File: src/rtl/i2c_shift_engine.sv
// SCL-strobe-driven serialiser/deserialiser for one I2C data byte plus its ACK slot.
// Runtime MSB/LSB-first order; abort returns to IDLE without signalling completion.
module i2c_shift_engine #(
  parameter  int DATA_WIDTH = 8,
  localparam int CW         = $clog2(DATA_WIDTH + 1)
) (
  input  logic                  i_sys_clk,
  input  logic                  i_rst_n,
  input  logic                  i_start,
  input  logic                  i_abort,
  input  logic                  i_rw_mode,
  input  logic                  i_msb_first,
  input  logic                  i_ack_en,
  input  logic [DATA_WIDTH-1:0] i_tx_data,
  input  logic                  i_scl_rise,
  input  logic                  i_scl_fall,
  input  logic                  i_sda_in,
  output logic                  o_sda_out,
  output logic [DATA_WIDTH-1:0] o_rx_data,
  output logic                  o_busy,
  output logic                  o_ack_phase,
  output logic                  o_done,
  output logic                  o_ack_received,
  output logic [CW-1:0]         o_bit_cnt
);

  typedef enum logic [1:0] {IDLE, DATA, ACK} state_t;

  state_t                state, state_nxt;
  logic                  rw_q, msb_q, ack_en_q;
  logic [DATA_WIDTH-1:0] shift_reg;
  logic [DATA_WIDTH-1:0] rx_q;
  logic [CW-1:0]         bit_cnt;
  logic                  done_q, ack_rcv_q;
  logic                  fall_eff, start_ok, cnt_full;

  // A fall coinciding with a rise is dropped so the rise always wins.
  assign fall_eff = i_scl_fall & ~i_scl_rise;
  assign start_ok = i_start & ~i_abort;
  assign cnt_full = (bit_cnt == CW'(DATA_WIDTH));

  always_ff @(posedge i_sys_clk or negedge i_rst_n) begin
    if (!i_rst_n) state <= IDLE;
    else          state <= state_nxt;
  end

  always_comb begin
    state_nxt = state;
    if (i_abort) begin
      state_nxt = IDLE;
    end else begin
      case (state)
        IDLE:    if (i_start) state_nxt = DATA;
        DATA:    if (fall_eff && cnt_full) state_nxt = ACK;
        ACK:     if (fall_eff) state_nxt = IDLE;
        default: state_nxt = IDLE;
      endcase
    end
  end

  always_comb begin
    o_sda_out = 1'b1;
    case (state)
      DATA:    if (!rw_q) o_sda_out = msb_q ? shift_reg[DATA_WIDTH-1] : shift_reg[0];
      ACK:     if (rw_q) o_sda_out = ~ack_en_q;
      default: o_sda_out = 1'b1;
    endcase
  end

  assign o_busy         = (state != IDLE);
  assign o_ack_phase    = (state == ACK);
  assign o_done         = done_q;
  assign o_ack_received = ack_rcv_q;
  assign o_rx_data      = rx_q;
  assign o_bit_cnt      = bit_cnt;

  always_ff @(posedge i_sys_clk or negedge i_rst_n) begin
    if (!i_rst_n) begin
      bit_cnt   <= '0;
      done_q    <= 1'b0;
      ack_rcv_q <= 1'b0;
      rx_q      <= '0;
      rw_q      <= 1'b0;
      msb_q     <= 1'b1;
      ack_en_q  <= 1'b0;
    end else begin
      done_q <= 1'b0;
      if (i_abort) begin
        bit_cnt <= '0;
      end else begin
        case (state)
          IDLE: if (i_start) begin
            rw_q      <= i_rw_mode;
            msb_q     <= i_msb_first;
            ack_en_q  <= i_ack_en;
            bit_cnt   <= '0;
            ack_rcv_q <= 1'b0;
          end
          DATA: begin
            if (i_scl_rise && !cnt_full) bit_cnt <= bit_cnt + CW'(1);
            if (fall_eff && cnt_full && rw_q) rx_q <= shift_reg;
          end
          ACK: begin
            if (i_scl_rise && !rw_q) ack_rcv_q <= ~i_sda_in;
            if (fall_eff) done_q <= 1'b1;
          end
          default: ;
        endcase
      end
    end
  end

  // Shift register is pure datapath; it is only observed while out of IDLE.
  always_ff @(posedge i_sys_clk) begin
    if (state == IDLE) begin
      if (start_ok) shift_reg <= i_rw_mode ? '0 : i_tx_data;
    end else if (state == DATA && !i_abort) begin
      if (rw_q) begin
        if (i_scl_rise && !cnt_full)
          shift_reg <= msb_q ? {shift_reg[DATA_WIDTH-2:0], i_sda_in}
                             : {i_sda_in, shift_reg[DATA_WIDTH-1:1]};
      end else if (fall_eff) begin
        shift_reg <= msb_q ? {shift_reg[DATA_WIDTH-2:0], 1'b0}
                           : {1'b0, shift_reg[DATA_WIDTH-1:1]};
      end
    end
  end

endmodule

File: config.mk
export PLATFORM = sky130hd
export DESIGN_NAME = i2c_shift_engine
export DESIGN_NICKNAME = d
export VERILOG_FILES = /design/src/rtl/i2c_shift_engine.sv
export SDC_FILE = /design/constraint.sdc
export NUM_CORES = 1
export LEC_CHECK = 0
export BUFFER_PORTS_ARGS = -buffer_cell sky130_fd_sc_hd__buf_4
export CELL_PAD_IN_SITES_DETAIL_PLACEMENT = 1
export CELL_PAD_IN_SITES_GLOBAL_PLACEMENT = 1
export CORE_UTILIZATION = 41
export DETAILED_ROUTE_END_ITERATION = 12
export GPL_TIMING_DRIVEN = 0
export HOLD_SLACK_MARGIN = 0.12
export MAX_ROUTING_LAYER = met4
export PLACE_DENSITY = 0.9
export SYNTH_ARGS = -nofsm -noshare
export SYNTH_HDL_FRONTEND = slang
export SYNTH_SLANG_ARGS = --single-unit
File: constraint.sdc
create_clock -name i_sys_clk -period 3.45 [get_ports i_sys_clk]
set_clock_uncertainty 0.2 [all_clocks]
set_input_delay 0 -clock i_sys_clk [delete_from_list [all_inputs] [get_ports i_sys_clk]]
set_output_delay 0 -clock i_sys_clk [all_outputs]
set_load 0.1 [all_outputs]
==> results.toml <==
[outcome]
outcome = "complete, no violations"

[global_route]
grt_pass1_wl_mm = 8.34
gr-total-overflow = 0
grt_pass1_vias = 1502
grt.total_usage_pct = 29.2
grt_max_degree = 20
antenna_found_initial = 0

[routing]
drcViolationCount = 0
drt_iter0_drc = 57
wl_per_cell_um = 21.8
viasPerCell = 5.65
drtAntennaViolNets = 0
vias = 1338
drt-total-wl_mm = 5.16
drtPass1Iterations = 4

[sta]
worst_slew_margin_rel_pct = 8.68
finalSetupViolCount = 0
tightest_slew_ns = 1.36
min_period_over_period_pct = 89.6
finalCriticalPeriod_ns = 3.09
finalHoldViolCount = 0
tns_ns = 0
timing.fmax_ghz = 0.324
rsz0062_at_grt = "no"
fin_hold_ws_ns = 0.283
drv_slew = 0

[layout]
multi_input_area_um2 = 726
mostFrequentLayoutCell = "buf_4"
diodes = 0
seqCellArea_um2 = 717
fin_util_pct = 60.8
layout.nets = 216
layout-drive-gt1-share_pct = 33.0
area_growth_pct = 38.1
fillers = 363
final_cell_mix = "buf_4 (33), dlygate4sd3_1 (24), dfrtp_1 (18)"

[worst_setup_path]
path_cells = "inv_1 > ha_1 > nand3b_4 > nand2_1 > mux2_2 > a211oi_1"
critPathLaunchType = "register"
crit_slowest_cell = "a211oi_1"
critPathMaxFanout = 8
path_depth = 6
path_class = "reg -> reg"
critPathBufInv = 1
worstPathRequired_ns = 3.22
worstPathArrival_ns = 2.86
crit_path_end_kind = "register"
worst-r2r-cell-count = 6
critPathMaxStageDelay_ns = 1.11
critPathTopFamily = "compound AO/OA/AOI/OAI gates"

[synth]
syn_avg_cell_area_um2 = 11.6
ys_types = 38
syn_area_um2 = 1510
netlist_instances = 130
ys_seq_area_share_pct = 47.6
synth_fp_nets = 154
synth-seq-cells = 27
ys_warn_count = 0

[placement]
gp_congestion = 0.790
io_buffers = 33
dpl.hpwl_mm = 2.74

[cts]
clockBufferDepth = 2
clk_latency_ns = 0.35
post_cts_resized = 0
cts_buffers = 3
cts_tree = "yes"
cts.sinks = 27
htree_levels = 1
clk_pin_slew_worst_paths_ns = 0.17
cts_setup_buffers = 0
cts_root_buf = "clkbuf_4"

[die]
die_w_um = 62.6
die_y_um = 62.6
core_area_um2 = 3420
io_pins = 35
rows = 21
die_area_um2 = 3920
initial_core_util_pct = 44.1

[pwr]
ir_drop_uv = 350
leakage_nw = 0.937
power_mw = 1.09
power_density_nw_per_um2 = 526

[worst_hold_path]
min_path_cells = 4
hp-class = "in -> reg"

[run]
drv_cap = 0
kinds of logic (layout without fill, tap and decap cells):
family	after synthesis	in the layout	share of synthesized area (%)
AO/OA/AOI/OAI	30	30	12.2
AND/OR/NAND/NOR	36	36	14.4
multiplexers	20	20	16.6
flip-flops	27	27	47.6
buffers and inverters	11	72	4.16
adder cells (fa/ha/maj)	6	6	4.99
where the power goes:
group          switching (mW)  internal, mW
Sequential             0.0544         0.393
Combinational           0.319         0.179
Clock                   0.105        0.0437
worst paths after layout:
path | startpoint | slack, ns | endpoint
worst min register to register | o_rx_data[0] | 0.34 | o_rx_data[0]
worst min-delay path | i_tx_data[4] | 0.28 | shift_reg[4]
min in group asynchronous | i_rst_n | 0.64 | o_rx_data[3]
worst max-delay path | o_bit_cnt[0] | 0.36 | shift_reg[0]
worst max register to register | o_bit_cnt[0] | 0.36 | shift_reg[0]
max in group asynchronous | i_rst_n | 1.86 | state[0]
stage by stage:
step           instances  setup slack [ns]  cell area [um2]
4_1_cts              237             0.578             2080
3_3_place_gp         209             0.692             1810
2_1_floorplan        130             0.318             1510
3_5_place_dp         209             0.594             1810
6_report             237             0.360             2080
5_1_grt              237             0.285             2080
cell type report:
type                    count  area share, %
plain buffers               5           1.93
clock buffers               3           1.08
clock inverters             1          0.241
inverters                   6           1.08
multi-input cells          92           34.9
flip-flops and latches     27           34.5
well taps                  46           2.77
repair buffers             57           23.5
metal layers:
metal | wire, um | global-route usage (%)
met2 | 2600 | 49.5
met4 | 83 | 8.14
met3 | 240 | 4.01
met1 | 2240 | 36.4
met5 | 0 | -
what timing repair did:
action	CTS	global route
hold endpoints to repair	46	0
hold buffers	24	0
endpoints found under the setup margin	0	0
synthesized netlist by cell type (all sizes together):
library cell  number  area share (%)
dfrtp             18              30
clkbuf             1            0.33
o21ai             13             4.3
buf                4             2.3
a31oi              2            0.83
and2               3             1.3
nor3b              2             1.0
o22ai              1            0.42
a2111oi            2             1.6
nand2b             1            0.91
nand4              2            0.83
dfstp              1             1.7
inv                6             1.5
ha                 6             5.0
a211oi             2             1.0
nand4b             1            0.58
nor2b              3             1.2
mux2i              7             4.9
o32ai              1            0.58
nand2             16             4.0
nand3b             2             1.8
nor3               1            0.33
nor2               3             1.2
nand3              1            0.33
edfxtp             8              16
and4               1            0.75
o211a              1            0.67
mux2              13              12
o21a               1            0.50
a21oi              7             2.3
tightest hold or removal path: stages:
cell and delay (ns):
dlygate4sd3_1 0.53, buf_4 0.10, nand2_1 0.04, o21ai_0 0.06
Note: power is estimated with default switching activity, not from simulation.
